## src/rtl/gpr_wb_queue.sv

```systemverilog
// In-order write-back queue that buffers GPR results from long-latency units and drains them into idle GPR write-port cycles.
// Optional operand forwarding from queued entries is enabled by defining GPR_WBQ_FWD_EN.
`ifndef GPR_AddrWidth
`define GPR_AddrWidth 5
`endif
`ifndef GPR_DataWidth
`define GPR_DataWidth 32
`endif

module gpr_wb_queue #(
    parameter int DEPTH = 4
) (
    input  logic                      clk,
    input  logic                      rst,
    input  logic                      push_valid,
    output logic                      push_ready,
    input  logic [`GPR_AddrWidth-1:0] push_addr,
    input  logic [`GPR_DataWidth-1:0] push_data,
    input  logic                      gpr_wstall,
    output logic                      gpr_we,
    output logic [`GPR_AddrWidth-1:0] gpr_waddr,
    output logic [`GPR_DataWidth-1:0] gpr_wdata,
    input  logic [`GPR_AddrWidth-1:0] lk1_addr,
    input  logic [`GPR_AddrWidth-1:0] lk2_addr,
    output logic                      lk1_hit,
    output logic                      lk2_hit,
    output logic [`GPR_DataWidth-1:0] lk1_data,
    output logic [`GPR_DataWidth-1:0] lk2_data,
    output logic [$clog2(DEPTH):0]    count
);

    localparam int PW = $clog2(DEPTH);
    localparam int CW = PW + 1;

    logic [PW-1:0]             head_r;
    logic [PW-1:0]             tail_r;
    logic [CW-1:0]             count_r;
    logic [`GPR_AddrWidth-1:0] addr_mem_r [DEPTH];
    logic [`GPR_DataWidth-1:0] data_mem_r [DEPTH];

    logic push_ready_s;
    logic push_s;
    logic pop_s;
    logic not_empty_s;

    assign not_empty_s  = (count_r != CW'(0));
    assign push_ready_s = !rst && (count_r < CW'(DEPTH));
    // Writes to r0 complete the handshake but are dropped: r0 is hardwired zero.
    assign push_s       = push_valid && push_ready_s && (push_addr != `GPR_AddrWidth'(0));
    assign pop_s        = !rst && not_empty_s && !gpr_wstall;

    assign push_ready = push_ready_s;
    assign gpr_we     = pop_s;
    assign gpr_waddr  = not_empty_s ? addr_mem_r[head_r] : `GPR_AddrWidth'(0);
    assign gpr_wdata  = not_empty_s ? data_mem_r[head_r] : `GPR_DataWidth'(0);
    assign count      = count_r;

    // Pointer and occupancy bookkeeping.
    always_ff @(posedge clk or posedge rst) begin
        if (rst) begin
            head_r  <= PW'(0);
            tail_r  <= PW'(0);
            count_r <= CW'(0);
        end else begin
            if (push_s) begin
                tail_r <= tail_r + PW'(1);
            end
            if (pop_s) begin
                head_r <= head_r + PW'(1);
            end
            case ({push_s, pop_s})
                2'b10:   count_r <= count_r + CW'(1);
                2'b01:   count_r <= count_r - CW'(1);
                default: count_r <= count_r;
            endcase
        end
    end

    // Entry storage; contents are qualified by the pointers, so no reset is needed.
    always_ff @(posedge clk) begin
        if (push_s) begin
            addr_mem_r[tail_r] <= push_addr;
            data_mem_r[tail_r] <= push_data;
        end
    end

`ifdef GPR_WBQ_FWD_EN
    logic                      lk1_hit_s;
    logic                      lk2_hit_s;
    logic [`GPR_DataWidth-1:0] lk1_data_s;
    logic [`GPR_DataWidth-1:0] lk2_data_s;

    // Scan oldest to youngest so the youngest match overrides; the entry popping now is still valid.
    always_comb begin
        logic m1;
        logic m2;
        m1         = 1'b0;
        m2         = 1'b0;
        lk1_hit_s  = 1'b0;
        lk2_hit_s  = 1'b0;
        lk1_data_s = `GPR_DataWidth'(0);
        lk2_data_s = `GPR_DataWidth'(0);
        for (int k = 0; k < DEPTH; k++) begin
            m1 = (CW'(k) < count_r) && (lk1_addr != `GPR_AddrWidth'(0)) &&
                 (addr_mem_r[head_r + PW'(k)] == lk1_addr);
            m2 = (CW'(k) < count_r) && (lk2_addr != `GPR_AddrWidth'(0)) &&
                 (addr_mem_r[head_r + PW'(k)] == lk2_addr);
            lk1_hit_s  = lk1_hit_s | m1;
            lk2_hit_s  = lk2_hit_s | m2;
            lk1_data_s = m1 ? data_mem_r[head_r + PW'(k)] : lk1_data_s;
            lk2_data_s = m2 ? data_mem_r[head_r + PW'(k)] : lk2_data_s;
        end
    end

    assign lk1_hit  = lk1_hit_s;
    assign lk2_hit  = lk2_hit_s;
    assign lk1_data = lk1_data_s;
    assign lk2_data = lk2_data_s;
`else
    assign lk1_hit  = 1'b0;
    assign lk2_hit  = 1'b0;
    assign lk1_data = `GPR_DataWidth'(0);
    assign lk2_data = `GPR_DataWidth'(0);
`endif

endmodule
```

## config.mk

```make
export PLATFORM = sky130hd
export DESIGN_NAME = gpr_wb_queue
export DESIGN_NICKNAME = d
export VERILOG_FILES = /design/src/rtl/gpr_wb_queue.sv
export SDC_FILE = /design/constraint.sdc
export NUM_CORES = 1
export LEC_CHECK = 0
export CAP_MARGIN = 20
export CORE_MARGIN = 2
export CORE_UTILIZATION = 53
export CTS_CLUSTER_SIZE = 10
export DETAILED_ROUTE_END_ITERATION = 8
export GPL_ROUTABILITY_DRIVEN = 0
export HOLD_SLACK_MARGIN = 0.05
export PLACE_DENSITY = 0.85
export SETUP_SLACK_MARGIN = 0.3
export SLEW_MARGIN = 10
export SYNTH_ARGS = -nofsm -noshare
export SYNTH_HDL_FRONTEND = slang
export SYNTH_SLANG_ARGS = --single-unit
```

## constraint.sdc

```tcl
create_clock -name clk -period 4.23 [get_ports clk]
set_clock_uncertainty 0.05 [all_clocks]
set_input_delay 1.269 -clock clk [delete_from_list [all_inputs] [get_ports clk]]
set_output_delay 1.269 -clock clk [all_outputs]
set_load 0.005 [all_outputs]
```

# ---- Yosys cells after proc, flatten, opt, wreduce, memory -nomap -nowiden
# Memories as Yosys holds them, arrays and structs flattened.
# Cells that the tools add are included.
dict set report classes {
  n_addsub 4
  n_lt_le_gt_ge 1
  eq_ne 2
  n_mux 5
  n_reduce_logical 10
}
# cell count
set ops {}
lappend ops {{32-bit 2-to-1 mux} 1}
lappend ops {{3-bit one-hot mux with 2 select lines} 1}
lappend ops {{1-bit logical AND} 5}
lappend ops {{5-bit 2-to-1 mux} 1}
lappend ops {{5-bit nonzero test} 1}
lappend ops {{2-bit by 1-bit adder with 2-bit output (second input constant)} 2}
lappend ops {{3-bit by 1-bit adder with 3-bit output (second input constant)} 1}
lappend ops {{3-bit < comparator (second input constant)} 1}
lappend ops {{3-bit nonzero test} 1}
lappend ops {{3-bit by 1-bit subtractor with 3-bit output (second input constant)} 1}
lappend ops {{2-bit by 1-bit == test with 1-bit output (second input constant)} 1}
lappend ops {{2-bit == test (second input constant)} 1}
lappend ops {{1-bit zero test} 2}
lappend ops {{1-bit 2-to-1 mux} 2}
lappend ops {{2-bit nonzero test} 1}
dict set report totals {
  reg_bits 7
  ram_bits 148
  in_bits 51
  output_inout_bits 108
  wordCells 27
  mem_count 2
}
# name words width rd rd_ports_with_merged_regs wr line
set mem_list {}
lappend mem_list {data_mem_r 4 32 1 0 1 39} ;# logic [`GPR_DataWidth-1:0] data_mem_r [DEPTH];
lappend mem_list {addr_mem_r 4 5 1 0 1 38} ;# logic [`GPR_AddrWidth-1:0] addr_mem_r [DEPTH];

# ---- Logic depth before layout (Yosys ltp)
# Gate-level depths: netlist of the first run.
dict set report logic_depth {
  ltp_word 6
  ltp_mapped 9
  ltp_nobuf 9
}

# ---- Least setup slack after synthesis of the first run
# Ideal clock, no wire load.
dict set report synth_timing {
  path_type {input port to flip-flop}
  startpoint {input push_addr[1]}
  endpoint {register count_r[2], in the netlist count[2]}
  setup_time_ns 0.079
  t_arrival_ns 2.996
  t_required_ns 4.101
  setup_slack_ns 1.105
  cell_stages 9
  n_path_buf 0
  cell_sequence {or3_1 > o311a_4 > inv_1 > ha_1 > inv_1 > fa_1 > xor2_1 > nor2_1 > xor2_1}
}
dict set report synth_between {
  elab_chain_cells 4
  word_cells_on_any_way 6
  classes_between {eq/ne (2); mux (1); reduce/logical (3)}
}
# element line
set synth_lines {}
lappend synth_lines {{start, declared} 17} ;# input logic [`GPR_AddrWidth-1:0] push_addr,
lappend synth_lines {{5-bit nonzero test (*)} 49} ;# assign push_s = push_valid && push_ready_s && (push_addr != `GPR_AddrWidth'(0));
lappend synth_lines {{1-bit logical AND (*)} 49}
lappend synth_lines {{2-bit by 1-bit == test with 1-bit output or 2-bit == test (tied branches)} 71} ;# case ({push_s, pop_s})
lappend synth_lines {{3-bit one-hot mux with 2 select lines or 2-bit nonzero test (tied branches)} --}
lappend synth_lines {{end signal, assigned} 72} ;# 2'b10: count_r <= count_r + CW'(1);
lappend synth_lines {{end signal, assigned} 73} ;# 2'b01: count_r <= count_r - CW'(1);
lappend synth_lines {{end signal, assigned} 74} ;# default: count_r <= count_r;
lappend synth_lines {{end, declared} 37} ;# logic [CW-1:0] count_r;
# Every way passes the cells marked *; elsewhere a longest branch is shown, timed or not.
# A chain may end at the register's enable or synchronous reset.

# ---- Worst setup path in the final report of the first run
dict set report layout_timing {
  startpoint {input gpr_wstall}
  endpoint {output gpr_we}
}
dict set report layout_between {
  elab_chain_cells 2
}
# element line
set layout_lines {}
lappend layout_lines {{start, declared} 19} ;# input logic gpr_wstall,
lappend layout_lines {{1-bit zero test} 50} ;# assign pop_s = !rst && not_empty_s && !gpr_wstall;
lappend layout_lines {{1-bit logical AND} 50}
lappend layout_lines {{end, declared} 20} ;# output logic gpr_we,
# Every way passes these cells.

==> summary.txt, run 1 <==
required time of the worst setup path -> 2.91 ns
metal2 WL -> 6140 um
number of iterations in the first detailed-routing pass -> 4
kind of start point of the critical path -> input pin
CP delay by family, top -> buffers and inverters
minimum clock period -> 3.90 ns
area of the placeable core -> 12,000 um^2
final worst setup slack -> 0.333 ns
Worst IR Drop VDD -> 0.000326 V
first-pass GRT wire length -> 17,000 um
clock sink total -> 155
die boundary width -> 115 um
element type at the critical path end -> primary output
vias per cell -> 5.16
average routed wire per standard cell -> 18.8 um
most area-hungry cell type in the Yosys netlist -> edfxtp_1
Most common cell on crit path -> clkdlybuf4s50_1
Leakage Power -> 2.82 nW
total number of nets in the final design -> 498
most used cells in the layout excluding fill and tap cells -> edfxtp_1 (148), clkdlybuf4s50_1 (81), conb_1 (66), mux4_2 (37), nor2b_1 (37)
IO Pins -> 159
part of the Yosys area used for sequential elements -> 0.708
starting density of the core -> 0.543
cells after synthesis -> 340
Slowest cell on crit path -> clkdlybuf4s50_1
Achievable Freq -> 257 MHz
#FFs+latches synth -> 155
vertical extent of the die -> 115 um
buffer and inverter count on the worst path -> 2
per-instance average area after synthesis -> 19.2 um^2
CTS Buf Count -> 17
Crit Path Category -> in -> out
final critical-path share of the clock period -> 0.921
clock network latency to the later pin of the worst-skew pair -> 0.41 ns
largest net degree at the start of global routing -> 29
remaining max-slew budget at the tightest pin -> 0.644
top routing layer used -> met4
number of warnings reported in the yosys synthesis log -> 0
setup repair after global routing missed its margin -> no
cell-by-cell listing of the critical path -> clkdlybuf4s50_1 > nor3_2 > clkdlybuf4s50_1
netlist area before placement -> 6530 um^2
antenna violations before repair -> 0
Std-Cell Rows -> 40
slew at the pin closest to its max-slew limit -> 0.535 ns
layout cell share with drive strength beyond 1 -> 0.201
Die Outline Area -> 13,200 um^2
Root Buffer Master -> clkbuf_16
drt drc -> 0
Max Slew Vio Count -> 0
final-report setup violation count -> 0
post-synthesis cell type count -> 22
share of the synthesized area in the top cell type -> 0.681
number of antenna cells inserted -> 0
most frequent standard cell in the layout excluding fill and tap cells -> edfxtp_1
post-route met1 wirelength -> 4500 um
max capacitance violation total -> 0
wire length after detailed routing -> 11,300 um
CTS H-Tree Depth -> 4
result of the run -> complete, no violations
Routed met3 length -> 596 um
critical path peak fanout -> 2
count of input and output buffers -> 82
CTS max path bufs -> 2
dominant cells by area after synthesis -> edfxtp_1 (68%), mux4_2 (13%), buf_4 (7.8%), nor2b_1 (3.5%), dfrtp_1 (2.7%)
clock-pin transition on the worst setup and hold timing paths -> 0.06 ns
number of endpoints with negative hold slack in the final report -> 0
critical path data arrival time -> 2.58 ns
remaining antenna violation count -> 0
area added between synthesis and finish -> 22.2%
max incr delay on CP -> 0.55 ns
Total Neg Setup Slack -> 0 ns
dpl ws -> 0.297 ns
via count of the routed design -> 3,093
GRT Overall Usage -> 0.178
final global-route overflow total -> 0
number of global-route vias before repair -> 3,198
path category of the worst min-delay check -> reg -> reg
power density relative to cell area -> 639 nW/um^2
CTS tree -> done
estimated wirelength of the detail-placed design -> 6930 um
Initial DRC Count -> 117
-- worst paths after layout --
check	end	from	cells after the start	slack, ns
hold reg to reg	count[2]	count[2]	1	0.51
max in group asynchronous	head_r[1]	rst	2	3.03
setup reg to reg	count[2]	count[0]	11	1.79
min in group asynchronous	count[1]	rst	2	0.86
hold / removal	count[2]	count[2]	1	0.51
setup / recovery	gpr_we	gpr_wstall	3	0.33
-- where the power goes --
group          internal, mW  switching (mW)
Sequential             1.83          0.0787
Combinational         0.985           0.646
Clock                 0.987           0.573
Total                  3.80            1.30
-- cell type report --
| type | count | area [um^2] |
|---|---|---|
| well taps | 147 | 184 |
| clock inverters | 14 | 195 |
| fillers | 797 | 4030 |
| repair buffers | 95 | 958 |
| clock buffers | 17 | 425 |
| inverters | 7 | 26.3 |
| flip-flops and latches | 155 | 4620 |
| multi-input cells | 165 | 1570 |
-- logic make-up after synthesis --
kind of cell,count (synthesis),share of synthesized area
flip-flops,155,0.708
buffers and inverters,85,0.0911
AND/OR/NAND/NOR,47,0.0451
multiplexers,39,0.132
adder cells (fa/ha/maj),6,0.0127
XOR/XNOR,6,0.00805
other,1,0.000575
AO/OA/AOI/OAI,1,0.00326
-- layer usage --
layer | up-vias | GRT usage
met5 | - | 0
met4 | 0 | 0.0627
met3 | 7 | 0.0453
met2 | 139 | 0.312
met1 | 1582 | 0.216
li1 | 1365 | -
-- cells in the mapped netlist --
library cell	number
mux4_2	37
o311a_4	1
buf_2	4
buf_6	2
nor2_1	2
nor3_1	2
buf_4	68
edfxtp_1	148
fa_1	1
conb_1	1
inv_1	7
mux2i_1	1
dfrtp_1	7
xor2_1	4
or3_1	1
and2_2	4
mux2_4	1
ha_1	5
clkbuf_1	4
nor2b_1	37
nor4b_1	1
xnor2_1	2
-- flip-flops by register name, summed over array words and instances (netlist names) --
| name | cells |
|---|---|
| count | 3 |
| addr_mem_r | 20 |
| data_mem_r | 128 |
| head_r | 2 |
| tail_r | 2 |
-- stage by stage --
step / total power, mW / utilization / cell area, um^2 / hold slack [ns] / std cells
global route: 5.35 / 0.664 / 7980 / 0.527 / 600
CTS: 5.16 / 0.663 / 7970 / 0.506 / 599
detailed placement: 3.59 / 0.611 / 7340 / 0.494 / 568
floorplan: 2.85 / - / 6770 / 0.454 / 405
global placement: 3.55 / 0.611 / 7340 / 0.487 / 568
finish: 5.10 / 0.664 / 7980 / 0.505 / 600
-- repair_timing --
action                                  4_1_cts  5_1_grt
buffers inserted                              0        1
pin swaps                                     0        1
hold buffers                                  0        0
endpoints found under the setup margin        1        1
resized for setup                             1        1
(Power assumes the default switching activity.)
==> run 2: changes to the inputs <==
Settings changed: CORE_UTILIZATION 53 to 35, PLACE_DENSITY 0.85 to default, SLEW_MARGIN 10 to 20.
==> run 2 against run 1 <==
Sequential power is essentially flat. Cell count grew 13%. Register-to-register slack gained 0.24 ns. First-iteration DRC count shrank 6.0%. Non-clock buffer count shrank 7.
==> summary.txt, run 2 (synthesis gave the netlist of run 1 again) <==
result of the run -> complete, no violations
Routed met3 length -> 664 um
most frequent standard cell in the layout excluding fill and tap cells -> edfxtp_1
dpl ws -> 0.380 ns
Max Slew Vio Count -> 0
final global-route overflow total -> 0
Worst Reg-to-Reg Cells -> 3
final critical-path share of the clock period -> 0.900
setup bufs post-CTS -> 0
total number of nets in the final design -> 491
Root Buffer Master -> clkbuf_16
most used cells in the layout excluding fill and tap cells -> edfxtp_1 (148), clkdlybuf4s50_1 (82), conb_1 (66), mux4_2 (37), nor2b_1 (37)
CTS Buf Count -> 17
count of input and output buffers -> 82
critical path data arrival time -> 2.49 ns
slew at the pin closest to its max-slew limit -> 1.04 ns
element type at the critical path end -> primary output
Std-Cell Rows -> 49
hold buffer count at cts -> 0
number of cells traversed by the worst hold path -> 1
Slowest cell on crit path -> clkdlybuf4s50_1
IO Pins -> 159
remaining antenna violation count -> 0
kind of start point of the critical path -> input pin
final worst setup slack -> 0.422 ns
required time of the worst setup path -> 2.91 ns
number of antenna cells inserted -> 0
number of iterations in the first detailed-routing pass -> 4
number of resized instances in the post-cts repair step -> 0
CP delay by family, top -> buffers and inverters
layout cell share with drive strength beyond 1 -> 0.179
CTS max path bufs -> 2
largest net degree at the start of global routing -> 38
Worst Min Path Start -> count[0]
average routed wire per standard cell -> 17.2 um
path category of the worst min-delay check -> reg -> reg
top routing layer used -> met5
minimum clock period -> 3.81 ns
critical path peak fanout -> 4
post-placement cell area -> 7390 um^2
cell-by-cell listing of the critical path -> clkdlybuf4s50_1 > nor3_2 > clkdlybuf4s50_1
Most common cell on crit path -> clkdlybuf4s50_1
number of global-route vias before repair -> 3,220
setup repair after global routing missed its margin -> no
clock-pin transition on the worst setup and hold timing paths -> 0.06 ns
max reg flops -> 128
power density relative to cell area -> 637 nW/um^2
wire length after detailed routing -> 11,600 um
max incr delay on CP -> 0.53 ns
post-route met1 wirelength -> 4790 um
remaining max-slew budget at the tightest pin -> 0.305
Crit Path Category -> in -> out
R2R Path Start -> count[2]
GRT Overall Usage -> 0.126
Initial DRC Count -> 110
largest register by flop count -> data_mem_r
die boundary width -> 141 um
Filler Cell Count -> 1,599
area used by multi-input combinational logic -> 1570 um^2
area of the placeable core -> 18,100 um^2
Leakage Power -> 2.75 nW
area added between synthesis and finish -> 22.6%
vias per cell -> 4.55
first-pass GRT wire length -> 18,200 um
area of all placed cells without fillers -> 8000 um^2
vertical extent of the die -> 141 um
max capacitance violation total -> 0
via count of the routed design -> 3,078
estimated wirelength of the detail-placed design -> 6880 um
number of endpoints with negative hold slack in the final report -> 0
footprint of the flip-flops and latches -> 4620 um^2
CTS tree -> done
clock network latency to the later pin of the worst-skew pair -> 0.41 ns
Worst IR Drop VDD -> 0.000318 V
antenna violations before repair -> 1
endpoint of the worst-slack reg-to-reg timing path -> data_mem_r[1][5]
Total Neg Setup Slack -> 0 ns
drt drc -> 0
terminating pin of the worst hold path -> count[0]
worst-case register-to-register setup slack -> 2.03 ns
buffer and inverter count on the worst path -> 2
CTS H-Tree Depth -> 4
Achievable Freq -> 263 MHz
starting density of the core -> 0.360
metal2 WL -> 6050 um
clock sink total -> 155
final-report setup violation count -> 0
utilization of the core after routing -> 0.441
Die Outline Area -> 19,800 um^2
## run 2: cell type report
type	count	area share
Inverter	7	0.00328
Tap cell	229	0.0358
Multi-Input combinational cell	165	0.196
Timing Repair Buffer	88	0.111
Clock inverter	14	0.0220
Clock buffer	18	0.0536
Sequential cell	155	0.578
## run 2: power breakdown
part           internal (mW)  switching [mW]  total (mW)
sequential              1.83           0.105        1.94
clock                  0.977           0.568        1.54
combinational          0.985           0.630        1.61
## run 2: how the worst max path moves through the flow
| stage | startpoint | to | cells past startpoint |
|---|---|---|---|
| after global routing | head_r[0] | gpr_wdata[11] | 4 |
| after detailed placement | rst | gpr_we | 3 |
| after CTS | rst | gpr_we | 3 |
| after floorplan | push_addr[1] | count[2] | 9 |
| final | rst | gpr_we | 3 |
| after global placement | rst | gpr_we | 3 |
## run 2: metrics by stage
stage	instances	power (mW)	hold WS, ns
finish	676	5.10	0.489
floorplan	405	2.85	0.454
detailed placement	644	3.63	0.484
global placement	644	3.61	0.475
global route	676	5.38	0.507
CTS	676	5.19	0.496
## run 2: worst register-to-register path, cell delays in order (launching register included)
cell	delay, ns
dfrtp_1	0.44
nor2_1	0.17
o311a_4	0.28
and2_2	0.86
## run 2: layer usage
layer / vias to the layer above / global-route usage
li1: 1363 / -
met1: 1560 / 0.151
met2: 141 / 0.213
met3: 12 / 0.0403
met4: 2 / 0.0484
met5: - / 0
